**src/rtl/ex_operand_stage.sv**
```systemverilog
// ID/EX operand stage: forwards EX/MEM and WB results, detects load-use hazards,
// conditions operand B and registers everything for the ALU behind a valid/ready handshake.
module ex_operand_stage #(
    parameter int unsigned DATA_W  = 32,
    parameter int unsigned REG_AW  = 5,
    parameter int unsigned SHAMT_W = 5,
    parameter int unsigned CNT_W   = 8
) (
    input  logic              clk,
    input  logic              reset_n,
    input  logic              in_valid,
    output logic              in_ready,
    input  logic              flush,
    input  logic [REG_AW-1:0] rs1_idx,
    input  logic [REG_AW-1:0] rs2_idx,
    input  logic [REG_AW-1:0] rd_idx,
    input  logic [DATA_W-1:0] rs1_data,
    input  logic [DATA_W-1:0] rs2_data,
    input  logic [DATA_W-1:0] imm,
    input  logic              alu_src_imm,
    input  logic [2:0]        alu_op_in,
    input  logic              reg_write_in,
    input  logic              is_load_in,
    input  logic              exm_valid,
    input  logic              exm_reg_write,
    input  logic              exm_is_load,
    input  logic [REG_AW-1:0] exm_rd,
    input  logic [DATA_W-1:0] exm_result,
    input  logic              wb_reg_write,
    input  logic [REG_AW-1:0] wb_rd,
    input  logic [DATA_W-1:0] wb_data,
    output logic              out_valid,
    input  logic              out_ready,
    output logic [DATA_W-1:0] A,
    output logic [DATA_W-1:0] B,
    output logic [2:0]        ALUOp,
    output logic [REG_AW-1:0] rd_out,
    output logic              reg_write_out,
    output logic              is_load_out,
    output logic              op_illegal,
    output logic [CNT_W-1:0]  stall_cnt
);

    localparam logic [2:0]        OP_SHL     = 3'b011;
    localparam logic [2:0]        OP_SHR     = 3'b100;
    localparam logic [DATA_W-1:0] SHAMT_MASK = {{(DATA_W-SHAMT_W){1'b0}}, {SHAMT_W{1'b1}}};

    logic              out_valid_q, out_valid_d;
    logic [DATA_W-1:0] a_q, a_d, b_q, b_d;
    logic [2:0]        op_q, op_d;
    logic [REG_AW-1:0] rd_q, rd_d;
    logic              reg_write_q, reg_write_d;
    logic              is_load_q, is_load_d;
    logic              illegal_q, illegal_d;
    logic [CNT_W-1:0]  stall_q, stall_d;

    logic              exm_fwd_ok;
    logic [DATA_W-1:0] rs1_fwd, rs2_fwd, b_raw;
    logic              hazard, accept, slot_free;

    // Operand forwarding: EX/MEM wins over WB; loads in EX/MEM have no data yet.
    assign exm_fwd_ok = exm_valid && exm_reg_write && !exm_is_load;

    always_comb begin
        rs1_fwd = rs1_data;
        if (rs1_idx == '0)                             rs1_fwd = '0;
        else if (exm_fwd_ok && (exm_rd == rs1_idx))    rs1_fwd = exm_result;
        else if (wb_reg_write && (wb_rd == rs1_idx))   rs1_fwd = wb_data;

        rs2_fwd = rs2_data;
        if (rs2_idx == '0)                             rs2_fwd = '0;
        else if (exm_fwd_ok && (exm_rd == rs2_idx))    rs2_fwd = exm_result;
        else if (wb_reg_write && (wb_rd == rs2_idx))   rs2_fwd = wb_data;
    end

    assign hazard = in_valid && exm_valid && exm_is_load && (exm_rd != '0) &&
                    ((exm_rd == rs1_idx) || (!alu_src_imm && (exm_rd == rs2_idx)));

    assign slot_free = !out_valid_q || out_ready;
    assign in_ready  = slot_free && !hazard;
    assign accept    = in_valid && in_ready;

    assign b_raw = alu_src_imm ? imm : rs2_fwd;

    // Next-state: flush > accept > bubble/drain > hold.
    always_comb begin
        out_valid_d = out_valid_q;
        a_d         = a_q;
        b_d         = b_q;
        op_d        = op_q;
        rd_d        = rd_q;
        reg_write_d = reg_write_q;
        is_load_d   = is_load_q;
        illegal_d   = illegal_q;
        stall_d     = stall_q;

        if (flush) begin
            out_valid_d = 1'b0;
        end else if (accept) begin
            out_valid_d = 1'b1;
            a_d         = rs1_fwd;
            b_d         = ((alu_op_in == OP_SHL) || (alu_op_in == OP_SHR)) ? (b_raw & SHAMT_MASK) : b_raw;
            op_d        = alu_op_in;
            rd_d        = rd_idx;
            reg_write_d = reg_write_in;
            is_load_d   = is_load_in;
            illegal_d   = (alu_op_in == 3'b101) || (alu_op_in == 3'b110) || (alu_op_in == 3'b111);
        end else if (hazard && slot_free) begin
            out_valid_d = 1'b0;
        end else if (out_valid_q && out_ready) begin
            out_valid_d = 1'b0;
        end

        if (hazard && !flush && (stall_q != '1)) begin
            stall_d = stall_q + CNT_W'(1);
        end
    end

    always_ff @(posedge clk or negedge reset_n) begin
        if (!reset_n) begin
            out_valid_q <= 1'b0;
            a_q         <= '0;
            b_q         <= '0;
            op_q        <= '0;
            rd_q        <= '0;
            reg_write_q <= 1'b0;
            is_load_q   <= 1'b0;
            illegal_q   <= 1'b0;
            stall_q     <= '0;
        end else begin
            out_valid_q <= out_valid_d;
            a_q         <= a_d;
            b_q         <= b_d;
            op_q        <= op_d;
            rd_q        <= rd_d;
            reg_write_q <= reg_write_d;
            is_load_q   <= is_load_d;
            illegal_q   <= illegal_d;
            stall_q     <= stall_d;
        end
    end

    assign out_valid     = out_valid_q;
    assign A             = a_q;
    assign B             = b_q;
    assign ALUOp         = op_q;
    assign rd_out        = rd_q;
    assign reg_write_out = reg_write_q;
    assign is_load_out   = is_load_q;
    assign op_illegal    = illegal_q;
    assign stall_cnt     = stall_q;

endmodule

```
**config.mk**
```make
export PLATFORM = sky130hd
export DESIGN_NAME = ex_operand_stage
export DESIGN_NICKNAME = d
export VERILOG_FILES = /design/src/rtl/ex_operand_stage.sv
export SDC_FILE = /design/constraint.sdc
export NUM_CORES = 1
export LEC_CHECK = 0
export CAP_MARGIN = 20
export CORE_ASPECT_RATIO = 0.6
export CORE_UTILIZATION = 39
export CTS_CLUSTER_DIAMETER = 150
export DETAILED_ROUTE_END_ITERATION = 10
export PLACE_DENSITY = 0.83
export SETUP_SLACK_MARGIN = 0.3
export SKIP_CTS_REPAIR_TIMING = 1
export SYNTH_ARGS = -nofsm -noshare
export SYNTH_HDL_FRONTEND = slang
export SYNTH_SLANG_ARGS = --single-unit
```
**constraint.sdc**
```tcl
create_clock -name clk -period 2.8 [get_ports clk]
set_clock_uncertainty 0.05 [all_clocks]
set_input_delay 0.42 -clock clk [delete_from_list [all_inputs] [get_ports clk]]
set_output_delay 0.42 -clock clk [all_outputs]
set_load 0.02 [all_outputs]
```
Yosys cells after proc, flatten, opt, wreduce, memory -nomap -nowiden

Cells that the tools add are included.

Bits in registers: 84
Logic and storage cells: 65

Bitwise gates (word level): 1
Muxes and demuxes: 12
Eq/ne operators: 10
Add/sub/neg operators: 1
Reduce and logical (&&, ||, !) cells: 32

Operators by type and width:

| operator            | count |
|---|---|
| $mux 32             | 8 |
| $eq 5x5->1          | 4 |
| $logic_and 1x1->1   | 17 |
| $eq 3x3->1 const B  | 4 |
| $logic_not 5->1     | 2 |
| $add 8x1->8 const B | 1 |
| $ne 8x8->1 const B  | 1 |
| $logic_not 1->1     | 5 |
| $logic_or 1x1->1    | 5 |
| $reduce_bool 5->1   | 1 |
| $mux 1              | 4 |
| $reduce_bool 4->1   | 1 |
| $eq 3x2->1 const B  | 1 |
| $reduce_and 2->1    | 1 |
| $not 1->1           | 1 |

Logic depth before layout (Yosys ltp)

Depth in word-level cells: 9
Gate-level depth with buffers: 8

Worst setup path after synthesis

OpenSTA, ideal clock, no wires.

Kind: input port to flip-flop
From: input port exm_rd[1]
To: register rd_q[0] (netlist: rd_out[0])
Data arrival time: 2003 ps
Setup time: 125 ps
Buffers on the path: 1
Path slack: 622 ps
Stages: 6
Cell sequence: or4_1 > o2111ai_2 > a21o_1 > and2_1 > buf_4 > mux2_2

Word-level cells in the longest chain between the ends: 8

RTL lines:

| item                                | line | source |
|---|---|---|
| start, declared                     | 27   | `input logic [REG_AW-1:0] exm_rd,` |
| $eq 5x5->1                          | 77   | `((exm_rd == rs1_idx) \|\| (!alu_src_imm && (exm_rd == rs2_idx)));` |
| $logic_and 1x1->1                   | 77   |  |
| $logic_or 1x1->1                    | 77   |  |
| $logic_and 1x1->1 *                 | 76   | `assign hazard = in_valid && exm_valid && exm_is_load && (exm_rd != '0) &&` |
| $logic_not 1->1 *                   | 80   | `assign in_ready = slot_free && !hazard;` |
| $logic_and 1x1->1 *                 | 80   |  |
| $logic_and 1x1->1 *                 | 81   | `assign accept = in_valid && in_ready;` |
| $reduce_and 2->1 (no source line) * | -    |  |
| end signal, assigned                | 135  | `rd_q <= rd_d;` |
| end, declared                       | 51   | `logic [REG_AW-1:0] rd_q, rd_d;` |

Mark *: on every way between the ends. The rest lies on a longest branch, timed or not.
A chain may end at the register's enable or synchronous reset.

Final worst setup path

From: input port rs1_idx[3]
To: output port in_ready

Word-level cells in the longest chain between the ends: 5

RTL lines:

| item              | line | source |
|---|---|---|
| start, declared   | 14   | `input logic [REG_AW-1:0] rs1_idx,` |
| $eq 5x5->1        | 77   |  |
| $logic_or 1x1->1  | 77   |  |
| $logic_and 1x1->1 | 76   |  |
| $logic_not 1->1   | 80   |  |
| $logic_and 1x1->1 | 80   |  |
| end, declared     | 12   | `output logic in_ready,` |

Every way passes these cells.

==> flow_summary.ini <==
[global_route]
grt.total_usage_pct = 30.05
grt_pass1_vias = 5932
grt_first_pass_wirelength_um = 31380
grt_max_degree = 85
overflow = 0
grt_antenna_before_repair = 1

[setup_path]
crit_arrival_ns = 1.98
required_ns = 2.33
crit_path_start_kind = input port
cp_max_fo = 6
critPathKind = in -> out
crit_path_end_kind = primary output

[route]
routedWlPerCell_um = 20.91
drt-initial-drc-count = 264
wl_um = 20600
firstDrtPassIters = 5
postRouteAntennaNets = 0
via_count = 5699
via_per_inst = 5.786
drc = 0

[synthesis]
ys_ff_latch = 84
async_flop_share_pct = 100.0
synth_edf_count = 0
synthDistinctLibCells = 47
synth_nets = 710
synth_ff_type = dfrtp_1
syn-cell-area_sq_um = 5081
ys_warn_count = 0
syn_avg_cell_area_sq_um = 9.983
synth_seq_area_share_pct = 41.37
syn_inst = 509

[pwr]
powerDensity_nw_per_um2 = 498.7
leakage_nw = 3.496
finalPower_mw = 4.425
ir_drop_mv = 0.4023

[sta]
fin_setup_tns_ns = 0
drv_slew = 0
relSlewSlack_pct = 67.91
fin_crit_sh_pct = 87.56
finalSetupViolCount = 0
holdWs_ns = 0.4447
hold_viol_final = 0
max_clock_freq_mhz = 407.9
period_minus_slack_ns = 2.452
worst_slew_pin_slew_ns = 0.4813
rsz0062_at_grt = no

[min_path]
hp-class = reg -> reg

[clocking]
cts_sinks = 84
cts.path.max_buffers = 2
cts_tree = built
cts_buffers = 9
cts_root_buf = clkbuf_16
clk_pin_slew_ns = 0.07
htreeDepth = 3
clock_latency_ns = 0.34

[die]
fp-row-count = 31
design.die.area_sq_um = 13500
start_util_pct = 41.07
num_io_pins = 285
die_x_um = 149.4
die_h_um = 90.42
core_sq_um = 12370

[outcome]
outcome = completed

[placed_design]
place_congestion = 0.9404
port_buffers = 284
placed_cells = 963
hpwlAfterDp_um = 15400

[final_layout]
fin_nets = 1015
drive_above_1_share_pct = 13.43
mostFrequentLayoutCell = clkdlybuf4s50_1
final_cell_mix = 269 x clkdlybuf4s50_1, 84 x dfrtp_1, 61 x o21ai_0
area_growth_pct = 74.64
fin_cells = 985

[job]
maxCapViolCount = 0
layout make-up:
cell class	count	area [sq um]
inverter	1	3.754
antenna	1	2.502
clock inverter	6	112.6
tap	165	206.4
timing repair buffer	337	3393
clock buffer	10	229.0
fill	884	3500
multi-input combinational	381	2824
sequential	84	2102
stage by stage:
| stage | utilization, % | worst slack [ns] | instance area [sq um] |
|---|---|---|---|
| 3_5_place_dp | 67.95 | -0.3821 | 8408 |
| 3_3_place_gp | 67.95 | -0.3343 | 8408 |
| 5_1_grt | 71.72 | 0.3099 | 8874 |
| 6_report | 71.72 | 0.3482 | 8874 |
| 2_1_floorplan | - | 0.6217 | 5081 |
| 4_1_cts | 70.71 | -0.4024 | 8750 |
cell usage after synthesis (all sizes together), types with 9 or more instances:
library cell / count / area (sq um)
nor2: 9 / 52.56
a221oi: 27 / 274.0
dfrtp: 84 / 2102
buf: 22 / 125.1
nand2: 43 / 168.9
o21ai: 61 / 305.3
mux2: 11 / 123.9
mux2i: 37 / 370.4
xnor2: 18 / 157.7
o2bb2ai: 27 / 236.5
clkbuf: 21 / 78.83
a21oi: 33 / 165.2
xor2: 9 / 78.83
a22o: 32 / 280.3
nand3: 31 / 160.1
cell families after synthesis:
group	after synthesis	share of synthesized area, %
AO/OA/AOI/OAI	197	28.74
AND/OR/NAND/NOR	108	11.18
flip-flops	84	41.37
multiplexers	48	9.727
buffers and inverters	44	4.088
XOR/XNOR	27	4.654
adder cells (fa/ha/maj)	1	0.2462
where the power goes:
part | total, mW | leakage [nW] | switching, mW | internal (mW)
sequential | 1.52 | 1.06 | 0.125 | 1.40
clock | 1.38 | 0.167 | 0.502 | 0.874
combinational | 1.53 | 2.27 | 0.695 | 0.831
total | 4.42 | 3.50 | 1.32 | 3.10
registers in the layout, indices dropped and copies added, names as in the netlist:
register,flops
out_valid,1
B,32
stall_cnt,8
is_load_out,1
rd_out,5
ALUOp,3
op_illegal,1
reg_write_out,1
A,32
metal layers:
metal	part of all wire, %	track usage (%)	vias up
li1	-	-	2552
met1	41	36.88	2767
met2	48	50.23	343
met3	9.0	8.636	37
met4	2.1	10.20	0
met5	0	0	-
worst max-delay path: stages:
cell             delay (ns)
clkdlybuf4s50_1        0.51
xnor2_1                0.13
nand3_1                0.12
or2_4                  0.25
a21o_4                 0.24
and2_1                 0.16
buf_2                  0.15
final timing paths:
check / startpoint / endpoint / slack [ns] / depth (start not counted)
max: rs1_idx[3] / in_ready / 0.35 / 7
min: B[5]$_DFFE_PN0P_ / B[5]$_DFFE_PN0P_ / 0.44 / 1
max reg2reg: stall_cnt[2]$_DFFE_PN0P_ / stall_cnt[1]$_DFFE_PN0P_ / 0.64 / 6
min reg2reg: B[5]$_DFFE_PN0P_ / B[5]$_DFFE_PN0P_ / 0.44 / 1
max in group asynchronous: reset_n / B[25]$_DFFE_PN0P_ / 1.60 / 3
min in group asynchronous: reset_n / A[6]$_DFFE_PN0P_ / 0.46 / 2
Power figures use the tool's default switching activity.
